File: config.mk
export PLATFORM = sky130hd
export DESIGN_NAME = pll_phase_ctrl
export DESIGN_NICKNAME = d
export VERILOG_FILES = /design/src/rtl/pll_ctrl_pkg.sv /design/src/rtl/pll_lock_filter.sv /design/src/rtl/pll_phase_ctrl.sv
export SDC_FILE = /design/constraint.sdc
export NUM_CORES = 1
export LEC_CHECK = 0
export CORE_MARGIN = 2
export CORE_UTILIZATION = 46
export CTS_CLUSTER_DIAMETER = 100
export DETAILED_ROUTE_END_ITERATION = 12
export GPL_ROUTABILITY_DRIVEN = 0
export GPL_TIMING_DRIVEN = 0
export PLACE_DENSITY_LB_ADDON = 0.1
export SETUP_SLACK_MARGIN = 0.15
export SLEW_MARGIN = 20
export SYNTH_ARGS = -nofsm -noshare
export SYNTH_HDL_FRONTEND = slang
export SYNTH_SLANG_ARGS = --single-unit
File: constraint.sdc
create_clock -name clk -period 1.6 [get_ports clk]
set_input_delay 0.24 -clock clk [delete_from_list [all_inputs] [get_ports clk]]
set_output_delay 0.24 -clock clk [all_outputs]
set_load 0.03 [all_outputs]
File: src/rtl/pll_ctrl_pkg.sv
// Shared types and constants for the ECP5 PLL supervisor / phase-shift sequencer.
package pll_ctrl_pkg;

   typedef enum logic [2:0] {
      ST_WAIT_LOCK,
      ST_IDLE,
      ST_SETUP,
      ST_STEP_LO,
      ST_STEP_HI,
      ST_LOAD,
      ST_LOAD_GAP,
      ST_SETTLE
   } pll_state_e;

   localparam logic [1:0] SEL_CLKOS  = 2'd0;
   localparam logic [1:0] SEL_CLKOS2 = 2'd1;
   localparam logic [1:0] SEL_CLKOS3 = 2'd2;
   localparam logic [1:0] SEL_CLKOP  = 2'd3;

   localparam logic STEP_IDLE = 1'b1;
   localparam logic LOAD_IDLE = 1'b1;

   function automatic int max_int(input int a, input int b);
      return (a > b) ? a : b;
   endfunction

endpackage

File: src/rtl/pll_lock_filter.sv
// Synchronizes the raw PLL LOCK and qualifies it with a saturating run-length counter.
module pll_lock_filter #(
   parameter int LOCK_CYCLES = 50000
) (
   input  logic clk,
   input  logic reset,
   input  logic pll_locked,
   output logic lk_s,
   output logic lock_stable
);

   localparam int CW = $clog2(LOCK_CYCLES + 1);

   logic          sync_p0;
   logic          sync_p1;
   logic [CW-1:0] cnt;

   always_ff @(posedge clk) begin
      if (reset) begin
         sync_p0 <= 1'b0;
         sync_p1 <= 1'b0;
         cnt     <= '0;
      end else begin
         sync_p0 <= pll_locked;
         sync_p1 <= sync_p0;
         if (!sync_p1)
            cnt <= '0;
         else if (cnt != CW'(LOCK_CYCLES))
            cnt <= cnt + CW'(1);
      end
   end

   assign lk_s = sync_p1;
   // Stable already in the cycle that completes the run, so the FSM leaves WAIT_LOCK on that edge.
   assign lock_stable = sync_p1 &&
                        ((cnt == CW'(LOCK_CYCLES - 1)) || (cnt == CW'(LOCK_CYCLES)));

endmodule

File: src/rtl/pll_phase_ctrl.sv
// EHXPLLL supervisor: filtered lock indication plus PHASESEL/PHASEDIR/PHASESTEP/PHASELOADREG sequencing.
module pll_phase_ctrl
   import pll_ctrl_pkg::*;
#(
   parameter int LOCK_CYCLES   = 50000,
   parameter int SETUP_CYCLES  = 4,
   parameter int PULSE_CYCLES  = 4,
   parameter int GAP_CYCLES    = 4,
   parameter int SETTLE_CYCLES = 64,
   parameter int STEP_W        = 8
) (
   input  logic              clk,
   input  logic              reset,
   input  logic              pll_locked,
   input  logic              req_valid,
   output logic              req_ready,
   input  logic [1:0]        req_sel,
   input  logic              req_dir,
   input  logic [STEP_W-1:0] req_steps,
   input  logic              req_load,
   output logic              pll_ready,
   output logic              busy,
   output logic              done,
   output logic              lock_lost,
   input  logic              lock_lost_clr,
   output logic [1:0]        phasesel,
   output logic              phasedir,
   output logic              phasestep,
   output logic              phaseloadreg
);

   localparam int TMAX = max_int(max_int(SETUP_CYCLES, PULSE_CYCLES),
                                 max_int(GAP_CYCLES, SETTLE_CYCLES));
   localparam int TW   = (TMAX > 1) ? $clog2(TMAX) : 1;

   localparam logic [TW-1:0] T_SETUP  = TW'(SETUP_CYCLES - 1);
   localparam logic [TW-1:0] T_PULSE  = TW'(PULSE_CYCLES - 1);
   localparam logic [TW-1:0] T_GAP    = TW'(GAP_CYCLES - 1);
   localparam logic [TW-1:0] T_SETTLE = TW'(SETTLE_CYCLES - 1);

   pll_state_e        state;
   pll_state_e        state_nx;
   logic [TW-1:0]     timer;
   logic [TW-1:0]     timer_nx;
   logic [STEP_W-1:0] step_cnt;
   logic              load_flag;
   logic              lk_s;
   logic              lock_stable;
   logic              lock_drop;
   logic              accept;
   logic              step_dec;
   logic              done_c;
   pll_state_e        tail_state;
   logic [TW-1:0]     tail_timer;

   pll_lock_filter #(
      .LOCK_CYCLES (LOCK_CYCLES)
   ) u_lock_filter (
      .clk         (clk),
      .reset       (reset),
      .pll_locked  (pll_locked),
      .lk_s        (lk_s),
      .lock_stable (lock_stable)
   );

   assign lock_drop = (state != ST_WAIT_LOCK) && !lk_s;

   // Where the sequence goes once no step pulses remain.
   always_comb begin
      tail_state = ST_SETTLE;
      tail_timer = T_SETTLE;
      if (load_flag) begin
         tail_state = ST_LOAD;
         tail_timer = T_PULSE;
      end
   end

   always_comb begin
      state_nx = state;
      timer_nx = (timer != '0) ? (timer - TW'(1)) : timer;
      accept   = 1'b0;
      step_dec = 1'b0;
      done_c   = 1'b0;
      case (state)
         ST_WAIT_LOCK: begin
            if (lock_stable)
               state_nx = ST_IDLE;
         end
         ST_IDLE: begin
            if (req_valid && lk_s) begin
               accept   = 1'b1;
               state_nx = ST_SETUP;
               timer_nx = T_SETUP;
            end
         end
         ST_SETUP: begin
            if (timer == '0) begin
               if (step_cnt != '0) begin
                  state_nx = ST_STEP_LO;
                  timer_nx = T_PULSE;
               end else begin
                  state_nx = tail_state;
                  timer_nx = tail_timer;
               end
            end
         end
         ST_STEP_LO: begin
            if (timer == '0) begin
               step_dec = 1'b1;
               state_nx = ST_STEP_HI;
               timer_nx = T_GAP;
            end
         end
         ST_STEP_HI: begin
            if (timer == '0) begin
               if (step_cnt != '0) begin
                  state_nx = ST_STEP_LO;
                  timer_nx = T_PULSE;
               end else begin
                  state_nx = tail_state;
                  timer_nx = tail_timer;
               end
            end
         end
         ST_LOAD: begin
            if (timer == '0) begin
               state_nx = ST_LOAD_GAP;
               timer_nx = T_GAP;
            end
         end
         ST_LOAD_GAP: begin
            if (timer == '0) begin
               state_nx = ST_SETTLE;
               timer_nx = T_SETTLE;
            end
         end
         ST_SETTLE: begin
            if (timer == '0) begin
               state_nx = ST_IDLE;
               done_c   = 1'b1;
            end
         end
         default: state_nx = ST_WAIT_LOCK;
      endcase
      // Losing lock aborts everything; IDLE cannot accept then since req_ready already follows lk_s.
      if (lock_drop) begin
         state_nx = ST_WAIT_LOCK;
         accept   = 1'b0;
         done_c   = 1'b0;
      end
   end

   always_ff @(posedge clk) begin
      if (reset) begin
         state        <= ST_WAIT_LOCK;
         timer        <= '0;
         step_cnt     <= '0;
         load_flag    <= 1'b0;
         phasesel     <= SEL_CLKOS;
         phasedir     <= 1'b1;
         phasestep    <= STEP_IDLE;
         phaseloadreg <= LOAD_IDLE;
         lock_lost    <= 1'b0;
      end else begin
         state <= state_nx;
         timer <= timer_nx;
         if (accept) begin
            step_cnt  <= req_steps;
            load_flag <= req_load;
            phasesel  <= req_sel;
            phasedir  <= req_dir;
         end else if (step_dec) begin
            step_cnt <= step_cnt - STEP_W'(1);
         end
         // Pins follow the next state so they release on the same edge a lock loss aborts.
         phasestep    <= (state_nx == ST_STEP_LO) ? ~STEP_IDLE : STEP_IDLE;
         phaseloadreg <= (state_nx == ST_LOAD)    ? ~LOAD_IDLE : LOAD_IDLE;
         if (lock_drop)
            lock_lost <= 1'b1;
         else if (lock_lost_clr)
            lock_lost <= 1'b0;
      end
   end

   assign req_ready = (state == ST_IDLE) && lk_s;
   assign pll_ready = (state != ST_WAIT_LOCK);
   assign busy      = (state != ST_WAIT_LOCK) && (state != ST_IDLE);
   assign done      = done_c;

endmodule

==> impl_metrics.yaml, run 1 <==
timing:
  rsz0062_at_grt: "true"
  period_share: 1.22
  fin_hold_ws_ps: 432
  fin_skew_ps: 7.33
  period_minus_slack_ps: 1960
  maxSlewHeadroom: 0.732
  setup_slack_ps: -356
  setup_violations: 20
  drv_slew: 0
  setup_tns_ps: -4050
  worst-slew-pin-transition_ps: 398
  timing.fmax_mhz: 511
  hold_violations: 0
setup_path:
  reg2reg_slack_ps: -350
  reg2reg_depth: 9
  r2r_end: "timer[5]"
  critPathKind: "reg -> out"
  arrival_ps: 1720
  crit_fanout: 2
  r2r_start: "timer[0]"
  start_kind: "flop"
  crit_required_ps: 1360
  critPathCaptureType: "output pin"
cts:
  clkLatencyLatePin_ps: 300
  ctsHoldBuffers: 0
  path_clk_slew_ps: 90
  root_buffer: "clkbuf_8"
  cts_tree: "yes"
  cts_max_path_buffers: 2
  cts_inserted_buffers: 5
  cts_sinks: 42
  cts_max_level: 2
worst_hold_path:
  hold_path_class: "reg -> reg"
  min_from: "u_lock_filter.sync_p0"
  whs_path_depth: 1
  min_to: "u_lock_filter.lk_s"
layout:
  syn_to_final_growth_pct: 43.6
  drive_above_1_share: 0.354
  antenna_cells: 0
  nets: 346
  stdcell_area_mm2: 0.00313
drt:
  viasPerCell: 5.54
  drtIter0Drc: 127
  drc: 0
  dr_total_vias: 2099
  first_pass_iters: 4
  wire_per_inst_um: 14.5
  ant_nets: 0
  postRouteWirelength_mm: 5.48
pwr:
  p_sw_w: 0.00102
  p_per_area_mw_per_mm2: 957
  power.leakage_nw: 1.16
  irDropWorstVdd_v: 0.000631
  power_frac_clock: 0.241
  intPower_w: 0.00198
  power.total_w: 0.00299
  netSwitchingFraction: 0.339
  seq_power_share: 0.398
  combPwrFrac: 0.360
die:
  rows: 25
  fp.dieW_um: 72.8
  die_height_um: 72.8
  initial_core_util: 0.471
  dieArea_mm2: 0.00530
  io_pins: 27
  core_mm2: 0.00463
placement:
  io_buffers: 26
  dp_hpwl_mm: 3.49
  dpl-instance-area_mm2: 0.00257
synth:
  synth.area.mux_share: 0.00919
  ys_seq_elements: 42
  synth.net_count: 287
  async_reset_ff_frac: 0
  synthSimpleGateAreaFrac: 0.327
  synthFlopType: "dfxtp_1"
  syn-cell-area_mm2: 0.00218
  synth_compound_area_frac: 0.146
  synth_fa_ha_area_frac: 0.0287
  syn_avg_cell_area_um2: 8.22
  synth_top_family_by_area: "simple AND/OR/NAND/NOR gates"
  synth_xor_area_frac: 0.0603
  synth_seq_area_share: 0.386
  syn_inst: 265
  synth_edf_count: 0
  synth_warnings: 0
  yosys.cell_types.count: 50
grt:
  antenna_found_initial: 0
  overflow: 0
  track_usage: 0.216
  grt_pass1_vias: 1930
  grt_max_degree: 16
  grt_pass1_wl_mm: 8.94
run_status:
  outcome: "finished, violations left"
  violations: "setup timing"
run:
  cap_violations: 0
==> flip-flops by register name, indices dropped and copies added, names as in the netlist <==
name                   cells
timer                      6
phasedir                   1
phasesel                   2
u_lock_filter.cnt         16
u_lock_filter.sync_p0      1
phaseloadreg               1
u_lock_filter.lk_s         1
state                      3
phasestep                  1
load_flag                  1
step_cnt                   8
lock_lost                  1
==> placed cells by master (no fill, tap or decap), types with 6 or more instances in the layout <==
master | Yosys | layout
nor2_1 | 31 | 28
dfxtp_1 | 42 | 25
nand2_1 | 25 | 24
buf_4 | 1 | 23
a21oi_1 | 20 | 17
clkdlybuf4s50_1 | 0 | 16
dfxtp_2 | 0 | 13
buf_6 | 0 | 12
nand3_1 | 14 | 9
xor2_1 | 9 | 9
inv_1 | 12 | 8
nand2b_1 | 7 | 7
clkbuf_8 | 0 | 6
dlygate4sd2_1 | 0 | 6
==> worst max-delay path by stage <==
stage	depth (start not counted)	end	slack [ps]	start
after floorplan	7	phaseloadreg	-80	timer[1]
after global placement	6	done	-650	timer[0]
after detailed placement	6	done	-660	timer[1]
after CTS	6	done	-420	timer[0]
after global routing	6	done	-420	timer[0]
final	6	done	-360	timer[0]
==> through the flow <==
step / util / setup slack, ps / cells
3_3_place_gp: 0.556 / -648 / 345
4_1_cts: 0.639 / -420 / 370
2_1_floorplan: - / -80.4 / 265
5_1_grt: 0.676 / -422 / 379
6_report: 0.676 / -356 / 379
3_5_place_dp: 0.556 / -656 / 345
==> what timing repair did <==
action	4_1_cts	5_1_grt
pin swaps	15	16
gates resized for setup	88	32
buffers inserted	17	9
setup endpoints to repair	47	35
==> kinds of logic (layout without fill, tap and decap cells) <==
family | after synthesis | in the layout
AO/OA/AOI/OAI | 50 | 50
XOR/XNOR | 15 | 15
adder cells (fa/ha/maj) | 5 | 5
buffers and inverters | 23 | 83
flip-flops | 42 | 42
multiplexers | 2 | 2
AND/OR/NAND/NOR | 128 | 128
==> area by class of cell <==
type / count / area, um^2
clock inverters: 3 / 25.0
fillers: 367 / 1500
inverters: 12 / 45.0
flip-flops and latches: 42 / 872
repair buffers: 52 / 468
multi-input cells: 200 / 1480
well taps: 54 / 67.6
clock buffers: 5 / 68.8
plain buffers: 11 / 101
==> cells in the mapped netlist (3+ instances only) <==
master | number | area [um^2]
nor2b_1 | 4 | 25.0
ha_1 | 5 | 62.6
nand3b_1 | 3 | 22.5
xnor2_1 | 6 | 52.6
and3_1 | 4 | 25.0
o21ai_0 | 8 | 40.0
nand4_1 | 4 | 25.0
nor3_1 | 11 | 55.1
xor2_1 | 9 | 78.8
inv_1 | 12 | 45.0
a21oi_1 | 20 | 100
a211oi_1 | 3 | 22.5
nand3_1 | 14 | 70.1
clkbuf_1 | 6 | 22.5
a31oi_1 | 5 | 31.3
or3_1 | 3 | 18.8
nor2_1 | 31 | 116
dfxtp_1 | 42 | 841
nand4b_1 | 3 | 26.3
nand2_1 | 25 | 93.8
nand2b_1 | 7 | 43.8
==> worst max-delay path, stage by stage, from the launching register on <==
cell     delay [ps]
dfxtp_2         340
inv_2            60
ha_4            120
or4b_4          480
nor3_4          140
and2_4          160
buf_6           120
==> layer usage <==
layer  routed length (um)  GRT usage
met1                 2650      0.301
met4                   82     0.0782
met2                 2430      0.322
met5                    0          0
met3                  316     0.0552
==> power by group through the flow <==
stage | combinational (W) | sequential [W] | clock, W
after floorplan | 0.000517 | 0.00121 | 0
after global placement | 0.000654 | 0.00122 | 0
after detailed placement | 0.000660 | 0.00122 | 0
after CTS | 0.000880 | 0.00120 | 0.000751
after global routing | 0.00116 | 0.00120 | 0.000778
final | 0.00108 | 0.00119 | 0.000722
Note: power is estimated with default switching activity, not from simulation.
==> inputs of run 2 (changes only) <==
--- a/config.mk
+++ b/config.mk
@@ -12,6 +12,7 @@
 export GPL_ROUTABILITY_DRIVEN = 0
 export GPL_TIMING_DRIVEN = 0
 export PLACE_DENSITY_LB_ADDON = 0.1
+export REMOVE_ABC_BUFFERS = 1
 export SETUP_SLACK_MARGIN = 0.15
 export SLEW_MARGIN = 20
 export SYNTH_ARGS = -nofsm -noshare
==> impl_metrics.yaml, run 2 (synthesis gave the netlist of run 1 again) <==
grt:
  antenna_found_initial: 0
  grt_max_degree: 22
  grt_pass1_wl_mm: 9.14
  overflow: 0
  track_usage: 0.224
  grt_pass1_vias: 1955
timing:
  setup_slack_ps: -351
  maxSlewHeadroom: 0.416
  fin_hold_ws_ps: 443
  setup_violations: 21
  worst-slew-pin-transition_ps: 877
  timing.fmax_mhz: 513
  rsz0062_at_grt: "true"
  drv_slew: 0
  period_share: 1.22
  period_minus_slack_ps: 1950
  fin_skew_ps: 11.3
  hold_violations: 0
layout:
  final_util: 0.681
  drive_above_1_share: 0.359
  nets: 347
  antenna_cells: 0
  final_common_cell: "buf_4"
  top_register: "u_lock_filter.cnt"
  syn_to_final_growth_pct: 44.6
  layout_common_cells: "buf_4, nor2_1, dfxtp_1"
  reg_top3: "u_lock_filter.cnt x16, step_cnt x8, timer x6"
  largest_reg_flops: 16
die:
  dieArea_mm2: 0.00530
  io_pins: 27
  core_mm2: 0.00463
  fp.dieW_um: 72.8
  rows: 25
  die_height_um: 72.8
  initial_core_util: 0.471
pwr:
  intPower_w: 0.00207
  seq_power_share: 0.385
  power_frac_clock: 0.239
  p_sw_w: 0.00101
  power.total_w: 0.00308
  netSwitchingFraction: 0.328
  p_per_area_mw_per_mm2: 979
  irDropWorstVdd_v: 0.000522
  combPwrFrac: 0.376
  power.leakage_nw: 1.19
drt:
  ant_nets: 0
  drc: 0
  postRouteWirelength_mm: 5.57
  viasPerCell: 5.63
  first_pass_iters: 4
  wire_per_inst_um: 14.7
  dr_total_vias: 2141
  drtIter0Drc: 147
cts:
  cts_sinks: 42
  root_buffer: "clkbuf_8"
  clkLatencyLatePin_ps: 300
  cts_max_level: 2
  path_clk_slew_ps: 90
  cts_max_path_buffers: 2
  cts_tree: "yes"
  cts_inserted_buffers: 5
run_status:
  outcome: "finished, violations left"
  violations: "setup timing"
placement:
  io_buffers: 26
  dp_hpwl_mm: 3.16
  pre_cts_ws_ps: -981
setup_path:
  start_kind: "flop"
  crit_required_ps: 1360
  critPathKind: "reg -> out"
  arrival_ps: 1710
  crit_fanout: 2
  critPathCaptureType: "output pin"
worst_hold_path:
  hold_path_class: "reg -> reg"
run:
  cap_violations: 0
==> run 2: cell types whose count changed in the layout (fill, tap and decap cells not counted), sizes merged <==
cell	before	now
buf	37	41
clkbuf	9	6
and4	1	2
clkdlybuf4s15	0	1
clkdlybuf4s50	16	15
inv	13	12
==> run 2: path summary, 6_finish.rpt <==
kind                               from            endpoint  slack (ps)  depth (start not counted)
setup / recovery               timer[1]                done        -350                          6
hold / removal    u_lock_filter.sync_p0  u_lock_filter.lk_s         440                          1
setup reg to reg               timer[1]         step_cnt[6]        -280                          9
hold reg to reg   u_lock_filter.sync_p0  u_lock_filter.lk_s         440                          1
==> run 2: metrics by stage <==
stage	setup TNS, ps	cell area [um^2]	instances
after CTS	-3480	2920	365
after global placement	-20290	2460	334
final	-4500	3150	380
after floorplan	-1940	2130	254
after global routing	-5980	3150	380
after detailed placement	-20540	2460	334
==> run 2: layout make-up <==
| class | count | area [um^2] |
|---|---|---|
| clock buffer | 6 | 82.6 |
| tap | 54 | 67.6 |
| timing repair buffer | 63 | 566 |
| inverter | 12 | 45.0 |
| fill | 378 | 1480 |
| sequential | 42 | 872 |
| multi-input combinational | 201 | 1510 |
| clock inverter | 2 | 12.5 |
==> run 2: worst max-delay path, cell delays in order, from the launching register on <==
cell and delay (ps):
dfxtp_2 330, inv_2 60, ha_4 130, or4b_4 470, nor3_4 140, and2_4 160
buf_6 120
==> run 2: power by group through the flow <==
stage	clock, W	combinational (W)	sequential, W
5_1_grt	0.000801	0.00124	0.00120
3_3_place_gp	0	0.000593	0.00121
4_1_cts	0.000750	0.00107	0.00119
3_5_place_dp	0	0.000596	0.00121
6_report	0.000738	0.00116	0.00119
2_1_floorplan	0	0.000452	0.00120
==> run 2: metal layers <==
| layer | part of all wire | GRT usage | up-vias |
|---|---|---|---|
| li1 | - | - | 1057 |
| met1 | 0.48 | 0.305 | 1047 |
| met2 | 0.47 | 0.347 | 31 |
| met3 | 0.035 | 0.0456 | 6 |
| met4 | 0.013 | 0.0905 | 0 |
| met5 | 0 | 0 | - |
==> run 2: timing repair <==
| action | CTS | global route |
|---|---|---|
| buffers inserted | 22 | 15 |
| gates cloned | 1 | 0 |
| setup endpoints to repair | 49 | 33 |
| pin swaps | 19 | 24 |
| hold buffers | 0 | 0 |
| gates resized for setup | 92 | 36 |
==> inputs of run 3 (changes only) <==
--- a/config.mk
+++ b/config.mk
@@ -18,3 +18,4 @@
 export SYNTH_ARGS = -nofsm -noshare
 export SYNTH_HDL_FRONTEND = slang
 export SYNTH_SLANG_ARGS = --single-unit
+export TNS_END_PERCENT = 30
==> impl_metrics.yaml, run 3 (synthesis gave the netlist of run 1 again) <==
run_status:
  outcome: "finished, violations left"
  violations: "setup timing"
timing:
  fin_skew_ps: 10.7
  setup_slack_ps: -361
  setup_violations: 20
  period_minus_slack_ps: 1960
  period_share: 1.23
  rsz0062_at_grt: "true"
  hold_violations: 0
  worst-slew-pin-transition_ps: 881
  setup_tns_ps: -5320
  timing.fmax_mhz: 510
  maxSlewHeadroom: 0.413
  drv_slew: 0
drt:
  dr_total_vias: 2049
  first_pass_iters: 4
  ant_nets: 0
  viasPerCell: 5.58
  drc: 0
  postRouteWirelength_mm: 5.29
  drtIter0Drc: 153
  wire_per_inst_um: 14.4
pwr:
  power.total_w: 0.00303
  p_per_area_mw_per_mm2: 1020
  power.leakage_nw: 1.08
  irDropWorstVdd_v: 0.000517
grt:
  track_usage: 0.217
  grt_pass1_vias: 1883
  grt_max_degree: 22
  grt_pass1_wl_mm: 8.87
  antenna_found_initial: 0
  overflow: 0
layout:
  layout_common_cells: "nor2_1, dfxtp_1, nand2_1"
  largest_reg_flops: 16
  stdcell_count: 367
  fillers: 405
  top_register: "u_lock_filter.cnt"
  antenna_cells: 0
  drive_above_1_share: 0.304
  reg_top3: "u_lock_filter.cnt x16, step_cnt x8, timer x6"
  seq_area_um2: 866
  syn_to_final_growth_pct: 35.7
  multi_input_area_mm2: 0.00144
  nets: 334
setup_path:
  critPathCaptureType: "output pin"
  crit_buf_inv: 2
  crit_required_ps: 1360
  arrival_ps: 1720
  cpMaxStageDelayCell: "or4b_4"
  critPathTopFamily: "simple AND/OR/NAND/NOR gates"
  critPathKind: "reg -> out"
  r2r_end: "step_cnt[6]"
  crit_fanout: 2
  r2r_start: "timer[1]"
  reg2reg_slack_ps: -350
  worstPathCellList: "inv_2 -> ha_4 -> or4b_4 -> nor3_4 -> and2_4 -> buf_6"
  reg2reg_depth: 10
  start_kind: "flop"
  cpPeakStageDelay_ps: 480
cts:
  clkLatencyLatePin_ps: 300
  cts_inserted_buffers: 5
  root_buffer: "clkbuf_8"
  cts_tree: "yes"
  cts_sinks: 42
  cts_max_path_buffers: 2
  path_clk_slew_ps: 80
  ctsHoldBuffers: 0
  cts_max_level: 2
die:
  dieArea_mm2: 0.00530
  io_pins: 27
  core_mm2: 0.00463
  initial_core_util: 0.471
  die_height_um: 72.8
  fp.dieW_um: 72.8
  rows: 25
worst_hold_path:
  whs_path_depth: 1
  min_to: "u_lock_filter.lk_s"
  hold_path_class: "reg -> reg"
  min_from: "u_lock_filter.sync_p0"
run:
  cap_violations: 0
placement:
  io_buffers: 26
  dp_hpwl_mm: 3.16
  dp.cells: 334
## run 3: cell count changes in the layout (fill, tap and decap cells not counted), moves of 2 or more
cell,delta
buf_4,-9
dfxtp_2,-2
nand3_1,+3
nor3_4,-2
dfxtp_1,+3
buf_6,-5
nand3_2,-2
## run 3: timing repair
item                                    CTS  global route
pin swaps                                18            14
cloned                                    1             0
endpoints found under the setup margin   49            36
resized for setup                        85            19
endpoints found under the hold margin     0             0
buffers inserted                         20             4
## run 3: worst max path at each step
stage / cells after the start / end / startpoint
CTS: 6 / done / timer[1]
detailed placement: 6 / phaseloadreg / reset
floorplan: 7 / step_cnt[6] / timer[0]
global placement: 6 / phaseloadreg / reset
finish: 6 / done / timer[1]
global route: 6 / done / timer[1]
## run 3: final cells by class
type                       instances  area share
clock inverter                     2     0.00423
multi-input combinational        201       0.486
clock buffer                       6      0.0279
sequential                        42       0.293
inverter                          12      0.0152
timing repair buffer              50       0.151
tap                               54      0.0229
## run 3: layer usage
layer  track usage  up-vias  wire length [um]
met3        0.0456        5               199
met4        0.0905        0                57
li1              -     1029                 -
met2         0.323       39              2370
met5             0        -                 0
met1         0.305      976              2660
## run 3: where the power goes
group | switching [W] | internal [W] | total, W
logic | 0.000522 | 0.000585 | 0.00111
clock network | 0.000382 | 0.000347 | 0.000729
registers | 0.0000831 | 0.00111 | 0.00119
## run 3: stage by stage
stage | cell area (um^2) | util | setup WS, ps | hold slack (ps)
floorplan | 2130 | - | -257 | 309
global placement | 2460 | 0.531 | -1000 | 416
detailed placement | 2460 | 0.531 | -981 | 429
CTS | 2860 | 0.618 | -365 | 446
global route | 2960 | 0.639 | -432 | 457
finish | 2960 | 0.639 | -361 | 443
